===== config.mk =====
export PLATFORM = sky130hd
export DESIGN_NAME = key_entry_controller_flat
export DESIGN_NICKNAME = d
export VERILOG_FILES = /design/src/rtl/key_entry_controller_pkg.sv /design/src/rtl/key_entry_controller_if.sv /design/src/rtl/key_entry_controller_key_strobe.sv /design/src/rtl/key_entry_controller.sv /design/src/flat_wrapper.sv
export SDC_FILE = /design/constraint.sdc
export NUM_CORES = 1
export LEC_CHECK = 0
export BUFFER_PORTS_ARGS = -buffer_cell sky130_fd_sc_hd__buf_4
export CORE_AREA = 2 2 140 142
export CTS_CLUSTER_SIZE = 25
export DETAILED_ROUTE_END_ITERATION = 7
export DIE_AREA = 0 0 142 144
export GPL_ROUTABILITY_DRIVEN = 0
export PLACE_DENSITY = 0.93
export SYNTH_ARGS = -nofsm -noshare
export SYNTH_HDL_FRONTEND = slang
export SYNTH_SLANG_ARGS = --single-unit

===== constraint.sdc =====
create_clock -name sw_clk -period 9.24 [get_ports sw_clk]
set_clock_uncertainty 0.15 [all_clocks]
set_input_delay 1.848 -clock sw_clk [delete_from_list [all_inputs] [get_ports sw_clk]]
set_output_delay 1.848 -clock sw_clk [all_outputs]
set_load 0.05 [all_outputs]

===== src/rtl/key_entry_controller_pkg.sv =====
// Shared definitions for the keypad-to-calculator path: key codes, operator codes,
// display special words, display limits and the entry state enum.
package calc_pkg;

  localparam logic [4:0] KEY_IDLE   = 5'h1F;
  localparam logic [4:0] KEY_EQ     = 5'h16;
  localparam logic [4:0] KEY_SIGN   = 5'h17;
  localparam logic [4:0] KEY_CLR    = 5'h18;
  localparam logic [4:0] KEY_ANS    = 5'h19;
  localparam logic [4:0] KEY_OP_MUL = 5'h11;
  localparam logic [4:0] KEY_OP_MOD = 5'h15;

  localparam logic [2:0] OPR_MUL = 3'd1;
  localparam logic [2:0] OPR_DIV = 3'd2;
  localparam logic [2:0] OPR_ADD = 3'd3;
  localparam logic [2:0] OPR_SUB = 3'd4;
  localparam logic [2:0] OPR_MOD = 3'd5;

  localparam logic [31:0] DISP_ERR      = 32'h00EE_0000;
  localparam logic [31:0] DISP_ANS      = 32'h00B0_0000;
  localparam logic [31:0] DISP_NEG_ANS  = 32'hE0B0_0000;
  localparam logic [31:0] DISP_NEG_ZERO = 32'hE000_0000;

  localparam int signed DISP_MAX = 999999;
  localparam int signed DISP_MIN = -99999;

  typedef enum logic [2:0] {
    S_OP1,
    S_OPR,
    S_OP2,
    S_CALC,
    S_RESULT,
    S_ERROR
  } state_t;

  function automatic logic is_digit(input logic [4:0] code);
    return code <= 5'h09;
  endfunction

  function automatic logic is_op(input logic [4:0] code);
    return (code >= KEY_OP_MUL) && (code <= KEY_OP_MOD);
  endfunction

  // Operator symbol word: operator code in bits [22:20]
  function automatic logic [31:0] opr_disp(input logic [2:0] opr);
    return {9'h000, opr, 20'h00000};
  endfunction

endpackage


===== src/rtl/key_entry_controller_if.sv =====
// Bus between keypad/calculator environment and key_entry_controller.
interface key_entry_controller_if;
  logic [4:0]  eBCD;
  logic [31:0] ans;
  logic [31:0] operand1;
  logic [31:0] operand2;
  logic [2:0]  operator;
  logic [31:0] fnd_serial;

  modport master (
    output eBCD, ans,
    input  operand1, operand2, operator, fnd_serial
  );

  modport slave (
    input  eBCD, ans,
    output operand1, operand2, operator, fnd_serial
  );
endinterface


===== src/rtl/key_entry_controller_key_strobe.sv =====
// Idle-to-key edge detector: one-cycle strobe when eBCD leaves the idle code.
module key_strobe
  import calc_pkg::*;
(
  input  logic       i_clk,
  input  logic       i_rst,
  input  logic [4:0] i_code,
  output logic       o_key_valid,
  output logic [4:0] o_key_code
);
  logic [4:0] r_prev;

  // Remember last cycle's code so held keys and code-to-code glides are not re-accepted
  always_ff @(posedge i_clk) begin
    if (i_rst) r_prev <= KEY_IDLE;
    else       r_prev <= i_code;
  end

  // Strobe only on the idle -> non-idle transition
  always_comb begin
    o_key_valid = (r_prev == KEY_IDLE) && (i_code != KEY_IDLE);
    o_key_code  = i_code;
  end
endmodule


===== src/rtl/key_entry_controller.sv =====
// Key entry controller: assembles operand1/operator/operand2 from keypad codes,
// waits CALC_LATENCY for calculate, captures ans and drives the display word.
// Optional macro KEY_ANS_RECALL_EN adds the ANS recall key (5'h19).
module key_entry_controller
  import calc_pkg::*;
#(
  parameter int unsigned MAX_DIGITS   = 6,
  parameter int unsigned CALC_LATENCY = 1
) (
  input logic                   sw_clk,
  input logic                   rst,
  key_entry_controller_if.slave bus
);
  localparam int unsigned       CNT_W    = $clog2(MAX_DIGITS + 1);
  localparam logic [CNT_W-1:0]  POS_LIM  = CNT_W'(MAX_DIGITS);
  localparam logic [CNT_W-1:0]  NEG_LIM  = CNT_W'(MAX_DIGITS - 1);
  localparam logic [15:0]       LAT_INIT = 16'(CALC_LATENCY);

  state_t           r_state, w_state_n;
  logic [31:0]      r_mag, w_mag_n;
  logic             r_neg, w_neg_n;
  logic [CNT_W-1:0] r_cnt, w_cnt_n;
  logic [31:0]      r_op1, w_op1_n;
  logic [31:0]      r_op2, w_op2_n;
  logic [2:0]       r_opr, w_opr_n;
  logic [31:0]      r_fnd, w_fnd_n;
  logic [15:0]      r_lat, w_lat_n;

  logic             w_key_valid;
  logic [4:0]       w_key_code;
  logic             w_key_clear;
  logic             w_lock, w_lock_n;
  logic [31:0]      w_chain;
  logic [31:0]      w_value;
  logic [31:0]      w_mag_app;
  logic [CNT_W-1:0] w_lim;
  logic             w_calc_err;
  logic             w_capture;

  key_strobe u_key_strobe (
    .i_clk       (sw_clk),
    .i_rst       (rst),
    .i_code      (bus.eBCD),
    .o_key_valid (w_key_valid),
    .o_key_code  (w_key_code)
  );

  function automatic logic [31:0] entry_disp(input logic [31:0] mag, input logic neg,
                                             input logic lock);
    if (lock)              return neg ? DISP_NEG_ANS : DISP_ANS;
    if (neg && mag == '0)  return DISP_NEG_ZERO;
    return neg ? (32'd0 - mag) : mag;
  endfunction

  assign w_key_clear = w_key_valid && (w_key_code == KEY_CLR);
  assign w_value     = r_neg ? (32'd0 - r_mag) : r_mag;
  assign w_mag_app   = r_mag * 32'd10 + {27'd0, w_key_code};
  assign w_lim       = r_neg ? NEG_LIM : POS_LIM;
  assign w_capture   = (r_state == S_CALC) && (r_lat == '0);
  assign w_calc_err  = (((r_opr == OPR_DIV) || (r_opr == OPR_MOD)) && (r_op2 == '0)) ||
                       ($signed(bus.ans) > DISP_MAX) || ($signed(bus.ans) < DISP_MIN);

`ifdef KEY_ANS_RECALL_EN
  logic        r_lock;
  logic [31:0] r_last_ans, w_last_ans_n;

  assign w_lock  = r_lock;
  assign w_chain = r_last_ans;

  // Last good result survives the clear key; only rst wipes it
  always_comb begin
    w_last_ans_n = r_last_ans;
    if (w_capture && !w_key_clear && !w_calc_err) w_last_ans_n = bus.ans;
  end

  // Recall lock and last-ans registers
  always_ff @(posedge sw_clk) begin
    if (rst) begin
      r_lock     <= 1'b0;
      r_last_ans <= '0;
    end else begin
      r_lock     <= w_lock_n;
      r_last_ans <= w_last_ans_n;
    end
  end
`else
  assign w_lock  = 1'b0;
  assign w_chain = r_fnd;
`endif

  // Entry state and datapath registers
  always_ff @(posedge sw_clk) begin
    if (rst) begin
      r_state <= S_OP1;
      r_mag   <= '0;
      r_neg   <= 1'b0;
      r_cnt   <= '0;
      r_op1   <= '0;
      r_op2   <= '0;
      r_opr   <= OPR_ADD;
      r_fnd   <= '0;
      r_lat   <= '0;
    end else begin
      r_state <= w_state_n;
      r_mag   <= w_mag_n;
      r_neg   <= w_neg_n;
      r_cnt   <= w_cnt_n;
      r_op1   <= w_op1_n;
      r_op2   <= w_op2_n;
      r_opr   <= w_opr_n;
      r_fnd   <= w_fnd_n;
      r_lat   <= w_lat_n;
    end
  end

  // Key decode, accumulator edits and display selection per state
  always_comb begin
    w_state_n = r_state;
    w_mag_n   = r_mag;
    w_neg_n   = r_neg;
    w_cnt_n   = r_cnt;
    w_op1_n   = r_op1;
    w_op2_n   = r_op2;
    w_opr_n   = r_opr;
    w_fnd_n   = r_fnd;
    w_lat_n   = r_lat;
    w_lock_n  = w_lock;

    if (w_key_clear) begin
      w_state_n = S_OP1;
      w_mag_n   = '0;
      w_neg_n   = 1'b0;
      w_cnt_n   = '0;
      w_op1_n   = '0;
      w_op2_n   = '0;
      w_opr_n   = OPR_ADD;
      w_fnd_n   = '0;
      w_lat_n   = '0;
      w_lock_n  = 1'b0;
    end else begin
      unique case (r_state)
        S_OP1, S_OP2: begin
          if (w_key_valid) begin
            if (is_digit(w_key_code)) begin
              if (!w_lock && (r_cnt < w_lim)) begin
                w_mag_n = w_mag_app;
                if (!((r_mag == '0) && (w_key_code == 5'h00))) w_cnt_n = r_cnt + CNT_W'(1);
                w_fnd_n = entry_disp(w_mag_n, w_neg_n, w_lock_n);
              end
            end else if (w_key_code == KEY_SIGN) begin
              if (r_neg)               w_neg_n = 1'b0;
              else if (r_cnt <= NEG_LIM) w_neg_n = 1'b1;
              w_fnd_n = entry_disp(w_mag_n, w_neg_n, w_lock_n);
            end else if (is_op(w_key_code) && (r_state == S_OP1)) begin
              w_op1_n   = w_value;
              w_opr_n   = w_key_code[2:0];
              w_mag_n   = '0;
              w_neg_n   = 1'b0;
              w_cnt_n   = '0;
              w_lock_n  = 1'b0;
              w_fnd_n   = opr_disp(w_key_code[2:0]);
              w_state_n = S_OPR;
            end else if ((w_key_code == KEY_EQ) && (r_state == S_OP2)) begin
              w_op2_n   = w_value;
              w_lat_n   = LAT_INIT;
              w_lock_n  = 1'b0;
              w_state_n = S_CALC;
            end
`ifdef KEY_ANS_RECALL_EN
            else if (w_key_code == KEY_ANS) begin
              w_neg_n  = r_last_ans[31];
              w_mag_n  = r_last_ans[31] ? (32'd0 - r_last_ans) : r_last_ans;
              w_cnt_n  = '0;
              w_lock_n = 1'b1;
              w_fnd_n  = entry_disp(w_mag_n, w_neg_n, w_lock_n);
            end
`endif
          end
        end

        S_OPR: begin
          if (w_key_valid) begin
            if (is_op(w_key_code)) begin
              w_opr_n = w_key_code[2:0];
              w_fnd_n = opr_disp(w_key_code[2:0]);
            end else if (is_digit(w_key_code)) begin
              w_mag_n   = {27'd0, w_key_code};
              w_neg_n   = 1'b0;
              w_cnt_n   = (w_key_code == 5'h00) ? '0 : CNT_W'(1);
              w_fnd_n   = entry_disp(w_mag_n, w_neg_n, w_lock_n);
              w_state_n = S_OP2;
            end else if (w_key_code == KEY_SIGN) begin
              w_mag_n   = '0;
              w_neg_n   = 1'b1;
              w_cnt_n   = '0;
              w_fnd_n   = DISP_NEG_ZERO;
              w_state_n = S_OP2;
            end
`ifdef KEY_ANS_RECALL_EN
            else if (w_key_code == KEY_ANS) begin
              w_neg_n   = r_last_ans[31];
              w_mag_n   = r_last_ans[31] ? (32'd0 - r_last_ans) : r_last_ans;
              w_cnt_n   = '0;
              w_lock_n  = 1'b1;
              w_fnd_n   = entry_disp(w_mag_n, w_neg_n, w_lock_n);
              w_state_n = S_OP2;
            end
`endif
          end
        end

        S_CALC: begin
          if (w_capture) begin
            if (w_calc_err) begin
              w_fnd_n   = DISP_ERR;
              w_state_n = S_ERROR;
            end else begin
              w_fnd_n   = bus.ans;
              w_state_n = S_RESULT;
            end
          end else begin
            w_lat_n = r_lat - 16'd1;
          end
        end

        S_RESULT: begin
          if (w_key_valid) begin
            if (is_digit(w_key_code)) begin
              w_mag_n   = {27'd0, w_key_code};
              w_neg_n   = 1'b0;
              w_cnt_n   = (w_key_code == 5'h00) ? '0 : CNT_W'(1);
              w_lock_n  = 1'b0;
              w_fnd_n   = entry_disp(w_mag_n, w_neg_n, w_lock_n);
              w_state_n = S_OP1;
            end else if (is_op(w_key_code)) begin
              w_op1_n   = w_chain;
              w_opr_n   = w_key_code[2:0];
              w_fnd_n   = opr_disp(w_key_code[2:0]);
              w_state_n = S_OPR;
            end
          end
        end

        S_ERROR: begin
        end

        default: w_state_n = S_OP1;
      endcase
    end
  end

  assign bus.operand1   = r_op1;
  assign bus.operand2   = r_op2;
  assign bus.operator   = r_opr;
  assign bus.fnd_serial = r_fnd;
endmodule


===== src/flat_wrapper.sv =====
// flat-port wrapper written by rule: the top's interface ports become plain ports
module key_entry_controller_flat import calc_pkg::*;
#(
  parameter int unsigned MAX_DIGITS   = 6,
  parameter int unsigned CALC_LATENCY = 1
)
  (sw_clk, rst, bus_eBCD, bus_ans, bus_operand1, bus_operand2, bus_operator, bus_fnd_serial);
  key_entry_controller_if bus_i ();
  input logic sw_clk;
  input logic rst;
  input wire logic [$bits(bus_i.eBCD)-1:0] bus_eBCD;
  input wire logic [$bits(bus_i.ans)-1:0] bus_ans;
  output wire logic [$bits(bus_i.operand1)-1:0] bus_operand1;
  output wire logic [$bits(bus_i.operand2)-1:0] bus_operand2;
  output wire logic [$bits(bus_i.operator)-1:0] bus_operator;
  output wire logic [$bits(bus_i.fnd_serial)-1:0] bus_fnd_serial;
  assign bus_i.eBCD = bus_eBCD;
  assign bus_i.ans = bus_ans;
  assign bus_operand1 = bus_i.operand1;
  assign bus_operand2 = bus_i.operand2;
  assign bus_operator = bus_i.operator;
  assign bus_fnd_serial = bus_i.fnd_serial;
  key_entry_controller #(.MAX_DIGITS(MAX_DIGITS), .CALC_LATENCY(CALC_LATENCY)) u_core (.sw_clk(sw_clk), .rst(rst), .bus(bus_i));
endmodule

# == Word-level counts from Yosys, hierarchy flattened ==
# Index checks and enable logic that the tools add are counted.
# word_totals
register_bits,159
in_bits,39
out_inout_bits,99
word_cells,234
# classes
n_addsub,5
mul,1
order_cmp,7
eq_ne,36
mux,137
bitwise_logic,4
n_reduce_logical,34
# op_table
cell,count
$mux 32,42
$pmux 32 s4,1
$mux 3,33
$logic_not 32->1,3
$mux 16,6
$pmux 32 s3,1
$pmux 32 s2,1
$sub 1x32->32 const A,2
$mux 1,47
$add 32x5->32,1
$gt 32x21->1 const B,1
$lt 32x18->1 const B,1
$mul 32x3->31 const B,1
$pmux 16 s2,1
$reduce_and 11->1,2
$eq 5x5->1 const B,4
$pmux 3 s3,2
$reduce_and 9->1,2
$logic_not 16->1,1
$ne 2x1->1 const B,8
$reduce_and 8->1,2
$sub 16x1->16 const B,1
$ne 3x1->1 const B,5
$pmux 3 s5,1
28 further kinds,55

# == Logic depth before layout (Yosys ltp) ==
# Gate-level depths: netlist of run 1.
# logic_depth
depth_word,22
ltp_mapped,18
mapped_depth_nobuf,16

# == Hierarchy ==
# From an unflattened synthesis of run 1, not the netlist that was laid out.
# hier_totals
cells_unflattened,1602
hier_area_um2,12324.3
# by_module_without_submodules
module,instances,cells_per_inst,area_per_inst_um2,seq_area_each_um2
key_entry_controller,1,1583,12124.1,3083.0
key_strobe,1,19,200.2,100.1

# == Worst setup path after synthesis of run 1 ==
# No wires, ideal clock.
# synth_path
path_type,input-to-reg
startpoint,input bus_eBCD[1]
endpoint,register u_core.r_fnd[29] (netlist: u_core.bus.fnd_serial[29])
setup_time_ns,0.086
t_arrival_ns,5.251
setup_slack_ns,3.753
stages,16
path_buffers,1
path_cell_list,ha_1 -> fa_1 -> a21o_1 -> a21o_1 -> and4_1 -> xnor3_1 -> o31ai_1 -> nand2_1 -> nor2b_1 -> nand2_1 -> or4_1 -> buf_2 -> a2111oi_4 -> mux2i_1 -> a21o_1 -> a211oi_1
# synth_between
elab_chain_cells,16
word_cells_on_any_way,43
cone_classes,add/sub (2); order compare (3); eq/ne (10); mux (20); reduce/logical (8)
# synth_rtl
element,line,text
start: declaration,flat_wrapper.sv:11,input wire logic [$bits(bus_i.eBCD)-1:0] bus_eBCD;
$add 32x5->32,key_entry_controller.sv:57,"assign w_mag_app = r_mag * 32'd10 + {27'd0, w_key_code};"
$logic_not 32->1,key_entry_controller.sv:51,if (neg && mag == '0) return DISP_NEG_ZERO;
$logic_and 1x1->1,key_entry_controller.sv:51,
$mux 1 (2 in a row),key_entry_controller.sv:51,
$mux 1,key_entry_controller.sv:145,if (!w_lock && (r_cnt < w_lim)) begin
$mux 1,key_entry_controller.sv:144,if (is_digit(w_key_code)) begin
$mux 1,key_entry_controller.sv:143,if (w_key_valid) begin
$mux 1,key_entry_controller.sv:141,unique case (r_state)
$mux 1,key_entry_controller.sv:129,if (w_key_clear) begin
$mux 32,key_entry_controller.sv:52,return neg ? (32'd0 - mag) : mag;
$mux 32,key_entry_controller.sv:51,
$mux 32,key_entry_controller.sv:145,
$mux 32,key_entry_controller.sv:144,
$mux 32,key_entry_controller.sv:143,
$pmux 32 s4,key_entry_controller.sv:141,
end signal: assignment,key_entry_controller.sv:111,r_fnd <= w_fnd_n;
end: declaration,key_entry_controller.sv:26,"logic [31:0] r_fnd, w_fnd_n;"
# Several ways; a longest one is shown, not always the timed one. The select of a mux whose other input is x is not followed.
# A chain may end at the register's enable or synchronous reset.

# == Final worst setup path of run 1 ==
# layout_path
startpoint,register u_core.r_mag[9]
endpoint,register u_core.r_fnd[23] (netlist: u_core.bus.fnd_serial[23])
# layout_between
elab_chain_cells,17
word_cells_on_any_way,33
cone_classes,add/sub (3); mul (1); mux (25); reduce/logical (4)
# layout_rtl
element,line,text
start: declaration,key_entry_controller.sv:20,"logic [31:0] r_mag, w_mag_n;"
start signal: assignment,key_entry_controller.sv:105,r_mag <= w_mag_n;
$mul 32x3->31,key_entry_controller.sv:57,
$add 32x5->32,key_entry_controller.sv:57,
$logic_not 32->1,key_entry_controller.sv:51,
$logic_and 1x1->1,key_entry_controller.sv:51,
$mux 1 (2 in a row),key_entry_controller.sv:51,
$mux 1,key_entry_controller.sv:145,
$mux 1,key_entry_controller.sv:144,
$mux 1,key_entry_controller.sv:143,
$mux 1,key_entry_controller.sv:141,
$mux 1,key_entry_controller.sv:129,
$mux 32,key_entry_controller.sv:52,
$mux 32,key_entry_controller.sv:51,
$mux 32,key_entry_controller.sv:145,
$mux 32 (*),key_entry_controller.sv:144,
$mux 32 (*),key_entry_controller.sv:143,
$pmux 32 s4 (*),key_entry_controller.sv:141,
# Mark *: on every way between the ends. The rest lies on a longest branch, timed or not. The select of a mux whose other input is x is not followed.

==> results of run 1 <==
worst max-delay path, cell delays in order (launching register included):
cell and delay (ns):
dfxtp_1 0.73, ha_1 0.35, ha_1 0.48, a21oi_1 0.45, o221ai_1 0.20, a31oi_1 0.20, xnor2_1 0.32, nand4_2 0.33
or3_1 0.49, or4_4 0.53, xor2_1 0.19, o211ai_2 0.25, nor3_4 0.35, a41oi_4 0.15, buf_4 0.28, a221oi_1 0.42
nor3_1 0.11
report_power, final:
part           switching [mW]  leakage (nW)  internal (mW)  total [mW]
sequential             0.0169          1.29          0.697       0.714
combinational           0.179          4.08         0.0876       0.266
clock                   0.334         0.269          0.355       0.689
total                   0.530          5.63           1.14        1.67
worst max-delay path by stage:
stage | startpoint | to | slack (ns) | depth (start not counted)
after CTS | u_core.r_mag[6]$_SDFFE_PP0P_ | u_core.bus.fnd_serial[23]$_SDFFE_PP0P_ | 3.30 | 16
after detailed placement | bus_eBCD[1] | u_core.bus.fnd_serial[26]$_SDFFE_PP0P_ | 3.01 | 16
after floorplan | bus_eBCD[1] | u_core.bus.fnd_serial[29]$_SDFFE_PP0P_ | 3.75 | 16
after global routing | u_core.r_mag[6]$_SDFFE_PP0P_ | u_core.bus.fnd_serial[23]$_SDFFE_PP0P_ | 2.82 | 16
final | u_core.r_mag[9]$_SDFFE_PP0P_ | u_core.bus.fnd_serial[23]$_SDFFE_PP0P_ | 3.10 | 16
after global placement | bus_eBCD[1] | u_core.bus.fnd_serial[27]$_SDFFE_PP0P_ | 3.19 | 16
metal layers:
layer / routed length [um] / global-route usage
met5: 0 / 0
met4: 2522 / 0.2226
met3: 5213 / 0.09172
met2: 17660 / 0.6143
met1: 14630 / 0.4764
Yosys cell counts, types with 38 or more instances:
library cell	n	area (um2)
nand3_1	44	220.2
o211ai_1	38	285.3
nor3_1	44	220.2
nor2_1	159	596.8
a211oi_1	43	322.8
xnor2_1	91	797.0
clkbuf_1	85	319.1
o21ai_0	78	390.4
xor2_1	58	508.0
nand2_1	197	739.5
a21oi_1	120	600.6
dfxtp_1	159	3183
ha_1	64	800.8
kinds of logic after synthesis:
group | count (synthesis) | synth area share
buffers and inverters | 123 | 0.04001
xor gates and xnor gates | 150 | 0.1097
muxes | 16 | 0.01354
AOI/OAI and AO/OA | 458 | 0.2588
and+or+nand+nor | 612 | 0.2446
DFF | 159 | 0.2630
adders and majority gates | 67 | 0.07031
metrics by stage:
stage | cell area, um2 | power, mW | utilization | cells
6_report | 13710 | 1.670 | 0.7186 | 1902
5_1_grt | 13710 | 1.701 | 0.7186 | 1902
4_1_cts | 13710 | 1.648 | 0.7186 | 1902
3_5_place_dp | 13160 | 0.9808 | 0.6895 | 1870
3_3_place_gp | 13160 | 0.9749 | 0.6895 | 1870
2_1_floorplan | 12100 | 0.8982 | - | 1585
registers in the layout, indices dropped and copies added, names as in the netlist:
| name | cells |
|---|---|
| u_core.bus.operand2 | 32 |
| u_core.bus.operator | 3 |
| u_core.bus.fnd_serial | 32 |
| u_core.r_lat | 16 |
| u_core.r_cnt | 3 |
| u_core.u_key_strobe.r_prev | 5 |
| u_core.bus.operand1 | 32 |
| u_core.r_neg | 1 |
| u_core.r_mag | 32 |
| u_core.r_state | 3 |
placed cells by master, fill, tap and decap left out, types with 38 or more instances in the layout:
cell and n:
a21oi_1 119, buf_4 151, a211oi_1 43, nor3_1 43
nand3_1 44, ha_1 64, dfxtp_1 158, o211ai_1 38
xnor2_1 91, nand2_1 196, nor2_1 158, o21ai_0 78
xor2_1 58
cell type report:
class                           instances  area, um2  share of cell area
Sequential cell                       159       3184              0.2323
Multi-Input combinational cell       1303       8468              0.6176
Clock inverter                         14      126.4            0.009217
Clock buffer                           18      429.2             0.03130
Timing Repair Buffer                  151       1134             0.08268
Inverter                               19      71.32            0.005202
Tap cell                              238      297.8             0.02172
==> impl_metrics.env, run 1 <==
export IMPL_run_status="finished, violations left"
export IMPL_violations="DRC"
export IMPL_cp_arrival_ns=6.27
export IMPL_dpl_hpwl_mm=28.79
export IMPL_power_density_nw_per_um2=121.8
export IMPL_seq_area_frac_synth=0.2630
export IMPL_path_class="register to register"
export IMPL_setup_ws_ns=3.100
export IMPL_rsz0062_at_grt="no"
export IMPL_clk_latency_ns=0.44
export IMPL_fin_hold_ws_ns=0.3078
export IMPL_relSlewSlack=0.1985
export IMPL_postCtsSetupRepairBufs=0
export IMPL_antenna_found_initial=0
export IMPL_clockBufferDepth=2
export IMPL_cts_tree="built"
export IMPL_clock_root_buffer="clkbuf_16"
export IMPL_htree_levels=4
export IMPL_irDropWorstVdd_mv=0.1172
export IMPL_die_area_um2=20450
export IMPL_fp_dieH_um=144
export IMPL_r2r_start="u_core.r_mag[9]$_SDFFE_PP0P_"
export IMPL_rr_worst_depth=16
export IMPL_async_flop_share=0
export IMPL_fin_crit_sh=0.6645
export IMPL_grt_use_total=0.3848
export IMPL_antenna_left=0
export IMPL_cp_required_ns=9.37
export IMPL_synth_area_um2=12100
export IMPL_postSynthAreaPerCell_um2=7.635
export IMPL_period_needed_ns=6.140
export IMPL_cts_sinks=159
export IMPL_rrSetupSlack_ns=3.10
export IMPL_first_iter_violations=2054
export IMPL_whs_endpoint="u_core.bus.operand1[25]$_SDFFE_PP0P_"
export IMPL_whs_path_depth=2
export IMPL_synth_seq_cells=159
export IMPL_timing_rr_end="u_core.bus.fnd_serial[23]$_SDFFE_PP0P_"
export IMPL_vias=13240
export IMPL_cts_hold_buffers=0
export IMPL_synth_warnings=0
export IMPL_die_x_um=142
export IMPL_cp_end_kind="register"
export IMPL_p_leak_nw=5.632
export IMPL_syn_num_nets=1690
export IMPL_hold_viol=0
export IMPL_cts_buffers_inserted=17
export IMPL_io_pins=138
export IMPL_synthCells=1585
export IMPL_port_buffers=137
export IMPL_rows=51
export IMPL_routedWlPerCell_um=21.04
export IMPL_cts_resized=0
export IMPL_maxCapViolations=0
export IMPL_nFillCells=1362
export IMPL_fin_setup_tns_ns=0
export IMPL_grt_pass1_vias=12070
export IMPL_place_ws_ns=3.010
export IMPL_viasPerCell=6.961
export IMPL_coreArea_um2=19080
export IMPL_layout_drive_gt1_share=0.1430
export IMPL_drc=5
export IMPL_yosysUniqueCellTypes=95
export IMPL_max_freq_mhz=162.9
export IMPL_first_pass_iters=8
export IMPL_synth_edf_count=0
export IMPL_ys_flop_type="dfxtp_1"
export IMPL_grt_max_degree=67
export IMPL_clk_pin_slew_ns=0.07
export IMPL_syn_to_final_growth_pct=13.30
export IMPL_initial_utilization=0.6343
export IMPL_start_kind="register"
export IMPL_cp_max_fo=27
export IMPL_holdCritStartpoint="u_core.bus.operand1[25]$_SDFFE_PP0P_"
export IMPL_gr_total_overflow=0
export IMPL_setup_violations_final=0
export IMPL_maxSlewViolCount=0
export IMPL_hold_class="register to register"
export IMPL_diodes=0
export IMPL_grt_pass1_wl_mm=63.17
export IMPL_drt_wl_total_mm=40.03
export IMPL_worst_slew_pin_slew_ns=1.198
export IMPL_nNetsFinal=1756
No activity file was read; power rests on OpenSTA's default activity.
==> inputs of run 2 (changes only) <==
CORE_AREA = 2 2 153 155   (was 2 2 140 142)
DIE_AREA = 0 0 155 157   (was 0 0 142 144)
PLACE_DENSITY = 0.84   (was 0.93)
clock period = 5.3 ns   (was 9.24 ns; I/O delays follow)
==> run 2 against run 1 <==
Net effect: the flow still finishes with violations (DRC); sequential share of layout area down 1.3 points; count of clock-buffer cells in the layout down 1; via count up 0.34%; critical path depth up 2.
==> impl_metrics.env, run 2 (synthesis results as in run 1) <==
export IMPL_cp_max_fo=15
export IMPL_intPower_mw=2.013
export IMPL_final_common_cell="buf_4"
export IMPL_clock_root_buffer="clkbuf_16"
export IMPL_vias=13290
export IMPL_maxCapViolations=0
export IMPL_layout_common_cells="buf_4, nand2_1, nor2_1, dfxtp_1, a21oi_1"
export IMPL_pwr_share_clk=0.421
export IMPL_place_area_um2=13700
export IMPL_coreArea_um2=22500
export IMPL_nNetsFinal=1825
export IMPL_design_area_um2=14490
export IMPL_start_kind="register"
export IMPL_dpl_hpwl_mm=29.79
export IMPL_maxSlewViolCount=0
export IMPL_port_buffers=137
export IMPL_cp_arrival_ns=5.36
export IMPL_run_status="finished, violations left"
export IMPL_setup_violations_final=0
export IMPL_max_freq_mhz=191.7
export IMPL_io_pins=138
export IMPL_cts_tree="built"
export IMPL_gr_total_overflow=0
export IMPL_multiInputGateArea_um2=8605
export IMPL_fin_crit_sh=0.9842
export IMPL_clk_pin_slew_ns=0.07
export IMPL_nFillCells=1829
export IMPL_diodes=0
export IMPL_drc=1
export IMPL_die_x_um=155
export IMPL_drt_wl_total_mm=40.39
export IMPL_p_comb_frac=0.161
export IMPL_grt_max_degree=65
export IMPL_grt_pass1_vias=12110
export IMPL_violations="DRC"
export IMPL_power_density_nw_per_um2=204.7
export IMPL_viasPerCell=6.583
export IMPL_power_frac_seq=0.419
export IMPL_worst_slew_pin_slew_ns=0.9399
export IMPL_hold_class="register to register"
export IMPL_antenna_left=0
export IMPL_switchingPower_mw=0.9533
export IMPL_p_leak_nw=6.040
export IMPL_rows=55
export IMPL_htree_levels=4
export IMPL_clk_latency_ns=0.44
export IMPL_relSlewSlack=0.3734
export IMPL_fp_dieH_um=157
export IMPL_hold_viol=0
export IMPL_layout_drive_gt1_share=0.1939
export IMPL_first_iter_violations=1778
export IMPL_grt_pass1_wl_mm=63.15
export IMPL_antenna_found_initial=0
export IMPL_switching_share=0.3213
export IMPL_rrSetupSlack_ns=0.08
export IMPL_cts_sinks=159
export IMPL_cts_buffers_inserted=17
export IMPL_routedWlPerCell_um=20.01
export IMPL_path_class="register to register"
export IMPL_cp_required_ns=5.45
export IMPL_clockBufferDepth=2
export IMPL_grt_use_total=0.3200
export IMPL_irDropWorstVdd_mv=0.1920
export IMPL_syn_to_final_growth_pct=19.75
export IMPL_die_area_um2=24340
export IMPL_first_pass_iters=8
export IMPL_fin_hold_ws_ns=0.3024
export IMPL_period_needed_ns=5.216
export IMPL_cp_end_kind="register"
export IMPL_seqCellArea_um2=3184
export IMPL_cts_hold_buffers=0
export IMPL_initial_utilization=0.5378
[run 2: cell count changes in the layout (fill, tap and decap cells not counted), sizes merged]
cell / delta
buf: +69
clkinv: +4
clkinvlp: -2
clkbuf: -1
inv: -1
[run 2: worst paths after layout]
| kind | start | to | cells past startpoint |
|---|---|---|---|
| max | u_core.r_mag[11]$_SDFFE_PP0P_ | u_core.bus.fnd_serial[27]$_SDFFE_PP0P_ | 18 |
| min | u_core.bus.operand1[17]$_SDFFE_PP0P_ | u_core.bus.operand1[17]$_SDFFE_PP0P_ | 2 |
| max reg2reg | u_core.r_mag[11]$_SDFFE_PP0P_ | u_core.bus.fnd_serial[27]$_SDFFE_PP0P_ | 18 |
| min reg2reg | u_core.bus.operand1[17]$_SDFFE_PP0P_ | u_core.bus.operand1[17]$_SDFFE_PP0P_ | 2 |
[run 2: power by group through the flow]
| stage | Combinational (mW) | Sequential [mW] | Clock [mW] |
|---|---|---|---|
| finish | 0.477 | 1.24 | 1.25 |
| detailed placement | 0.453 | 1.27 | 0 |
| CTS | 0.461 | 1.24 | 1.25 |
| global placement | 0.447 | 1.27 | 0 |
| global route | 0.504 | 1.24 | 1.30 |
| floorplan | 0.251 | 1.32 | 0 |
[run 2: layout make-up]
cell class	count	share of cell area
multi-input cells	1303	0.5938
flip-flops and latches	159	0.2197
repair buffers	220	0.1157
clock buffers	17	0.02936
well taps	285	0.02461
clock inverters	15	0.01192
inverters	19	0.004921
[run 2: repair_timing]
action                                  CTS  global route
endpoints found under the setup margin   15            31
setup buffers                             2             4
gates cloned                              0             0
pin swaps                                 3             9
resized for setup                         3            26
[run 2: per-layer routing]
layer | vias to the layer above | GRT usage | routed length, um
li1 | 6111 | - | -
met1 | 6122 | 0.4077 | 15750
met2 | 878 | 0.5200 | 18200
met3 | 174 | 0.05452 | 4268
met4 | 0 | 0.1693 | 2172
met5 | - | 0 | 0
[run 2: per-stage QoR]
stage                     TNS [ns]    util  setup slack [ns]  std cells  total power [mW]
after global routing       -0.2577  0.6440          -0.07906       2018             3.044
final                            0  0.6440           0.08395       2018             2.967
after CTS                        0  0.6373          0.007185       2014             2.947
after floorplan                  0       -            0.1305       1585             1.566
after detailed placement   -0.2261  0.6088          -0.06009       1980             1.720
after global placement           0  0.6088            0.1551       1980             1.714
[run 2: worst max-delay path, stage by stage, from the launching register on]
cell and delay, ns:
dfxtp_1 0.45, ha_1 0.27, ha_1 0.32, buf_4 0.18, nand2_1 0.12, nor2_1 0.31
o2111ai_1 0.17, o21ba_2 0.33, o32ai_2 0.12, xor2_1 0.18, or4b_4 0.56, buf_4 0.17
or4_1 0.47, a21o_1 0.25, o21ai_2 0.24, a41oi_4 0.15, buf_12 0.19, a221oi_1 0.32
nor3_1 0.11
==> inputs of run 3 (changes only) <==
CORE_AREA = 2 2 140 142   (was 2 2 153 155)
DIE_AREA = 0 0 142 144   (was 0 0 155 157)
PLACE_DENSITY = 0.93   (was 0.84)
clock period = 6.71 ns   (was 5.3 ns; I/O delays follow)
==> run 3 against run 2 <==
Net effect: the run now ends clean; register-to-register slack improved by 0.53 ns; utilization grew 7.6 points; maximum frequency shrank 14%; first-iteration DRC count rose by 10%; sequential cell count did not move; worst hold slack worse by 0.00052 ns; critical path type unchanged.
==> impl_metrics.env, run 3 (synthesis results as in run 1) <==
export IMPL_run_status="completed"
export IMPL_fin_hold_ws_ns=0.3018
export IMPL_irDropWorstVdd_mv=0.1703
export IMPL_routedWlPerCell_um=21.28
export IMPL_die_x_um=142
export IMPL_dpl_cell_count=1871
export IMPL_final_common_cell="nand2_1"
export IMPL_clockBufferDepth=2
export IMPL_gr_total_overflow=0
export IMPL_coreArea_um2=19080
export IMPL_fp_dieH_um=144
export IMPL_p_comb_frac=0.159
export IMPL_clock_root_buffer="clkbuf_16"
export IMPL_maxCapViolations=0
export IMPL_p_leak_nw=5.634
export IMPL_fin_util=0.7204
export IMPL_rr_worst_depth=15
export IMPL_clk_latency_ns=0.44
export IMPL_place_area_um2=13160
export IMPL_clk_pin_slew_ns=0.07
export IMPL_vias=13400
export IMPL_hold_class="register to register"
export IMPL_period_needed_ns=6.092
export IMPL_power_frac_seq=0.421
export IMPL_relSlewSlack=0.3238
export IMPL_cp_required_ns=6.87
export IMPL_htree_levels=4
export IMPL_intPower_mw=1.635
export IMPL_switchingPower_mw=0.6997
export IMPL_viasPerCell=7.047
export IMPL_whs_endpoint="u_core.bus.operand1[1]$_SDFFE_PP0P_"
export IMPL_initial_utilization=0.6343
export IMPL_rrSetupSlack_ns=0.62
export IMPL_hold_viol=0
export IMPL_cts_buffers_inserted=17
export IMPL_syn_to_final_growth_pct=13.58
export IMPL_first_pass_iters=8
export IMPL_power_total_mw=2.335
export IMPL_grt_util_met3=0.1195
export IMPL_dpl_hpwl_mm=29.03
export IMPL_cp_max_fo=27
export IMPL_layout_common_cells="nand2_1, nor2_1, dfxtp_1, buf_4, a21oi_1"
export IMPL_diodes=0
export IMPL_drc=0
export IMPL_worst_slew_pin_slew_ns=1.001
export IMPL_setup_violations_final=0
export IMPL_grt_max_degree=65
export IMPL_max_freq_mhz=164.2
export IMPL_rsz0062_at_grt="no"
export IMPL_postCtsSetupRepairBufs=0
export IMPL_timing_rr_end="u_core.bus.fnd_serial[1]$_SDFFE_PP0P_"
export IMPL_pwr_share_clk=0.420
export IMPL_port_buffers=137
export IMPL_nFillCells=1329
export IMPL_cts_hold_buffers=0
export IMPL_fin_cells=1902
export IMPL_power_density_nw_per_um2=169.9
export IMPL_rows=51
export IMPL_use_met1=0.4899
export IMPL_cts_resized=0
export IMPL_fin_setup_tns_ns=0
export IMPL_cts_tree="built"
export IMPL_r2r_start="u_core.r_mag[9]$_SDFFE_PP0P_"
export IMPL_cts_sinks=159
export IMPL_place_ws_ns=0.8302
export IMPL_antenna_found_initial=0
export IMPL_grt_use_total=0.3944
export IMPL_nNetsFinal=1757
export IMPL_io_pins=138
export IMPL_whs_path_depth=2
export IMPL_die_area_um2=20450
export IMPL_drt_wl_total_mm=40.47
export IMPL_fin_crit_sh=0.9079
export IMPL_design_area_um2=13740
export IMPL_antenna_left=0
export IMPL_start_kind="register"
export IMPL_holdCritStartpoint="u_core.bus.operand1[1]$_SDFFE_PP0P_"
export IMPL_cp_arrival_ns=6.25
export IMPL_grt_pass1_wl_mm=64.74
export IMPL_cp_end_kind="register"
export IMPL_grt_busiest_layer="met2"
export IMPL_layout_drive_gt1_share=0.1430
export IMPL_switching_share=0.2997
export IMPL_first_iter_violations=1955
export IMPL_met2_usage=0.6191
export IMPL_setup_ws_ns=0.6181
export IMPL_maxSlewViolCount=0
export IMPL_grt_pass1_vias=12300
export IMPL_path_class="register to register"
[run 3: cell types whose count changed in the layout (fill, tap and decap cells not counted), moves of 3 or more]
cell / change
clkinv_8: -5
a21oi_1: +6
buf_4: -66
a21oi_2: -6
clkinvlp_4: +5
clkinv_4: -3
[run 3: metal layers]
layer | vias to the layer above | share of wire
met4 | 0 | 0.060
met1 | 6061 | 0.36
met2 | 1104 | 0.44
met3 | 279 | 0.14
met5 | - | 0
li1 | 5959 | -
[run 3: layout make-up]
| class | count | area [um2] | area share |
|---|---|---|---|
| Multi-Input combinational cell | 1303 | 8468 | 0.6161 |
| Sequential cell | 159 | 3184 | 0.2317 |
| Timing Repair Buffer | 152 | 1141 | 0.08302 |
| Clock buffer | 18 | 429.2 | 0.03122 |
| Tap cell | 238 | 297.8 | 0.02167 |
| Clock inverter | 13 | 152.6 | 0.01111 |
| Inverter | 19 | 71.32 | 0.005189 |
[run 3: power by group through the flow]
stage / clock network [mW] / logic [mW] / registers, mW
5_1_grt: 1.01 / 0.391 / 0.984
2_1_floorplan: 0 / 0.198 / 1.04
3_5_place_dp: 0 / 0.350 / 1.00
4_1_cts: 0.970 / 0.355 / 0.981
3_3_place_gp: 0 / 0.341 / 1.00
6_report: 0.981 / 0.370 / 0.984
[run 3: worst max-delay path: stages, from the launching register on]
cell	delay (ns)
dfxtp_1	0.62
ha_1	0.33
ha_1	0.52
a21oi_1	0.20
o221ai_1	0.24
a31oi_1	0.08
xnor2_1	0.53
nand4_2	0.32
nor4_2	0.68
nand2b_1	0.21
or4_1	0.43
a21o_1	0.24
o21ai_2	0.27
a41oi_4	0.45
a221oi_1	0.55
nor3_1	0.11
[run 3: worst max-delay path by stage]
stage	from	slack [ns]	endpoint
floorplan	u_core.r_mag[1]$_SDFFE_PP0P_	1.54	u_core.bus.fnd_serial[3]$_SDFFE_PP0P_
global placement	bus_eBCD[1]	0.99	u_core.bus.fnd_serial[1]$_SDFFE_PP0P_
detailed placement	bus_eBCD[1]	0.83	u_core.bus.fnd_serial[1]$_SDFFE_PP0P_
CTS	u_core.r_mag[1]$_SDFFE_PP0P_	0.81	u_core.bus.fnd_serial[1]$_SDFFE_PP0P_
global route	u_core.r_mag[1]$_SDFFE_PP0P_	0.41	u_core.bus.fnd_serial[1]$_SDFFE_PP0P_
finish	u_core.r_mag[9]$_SDFFE_PP0P_	0.62	u_core.bus.fnd_serial[1]$_SDFFE_PP0P_
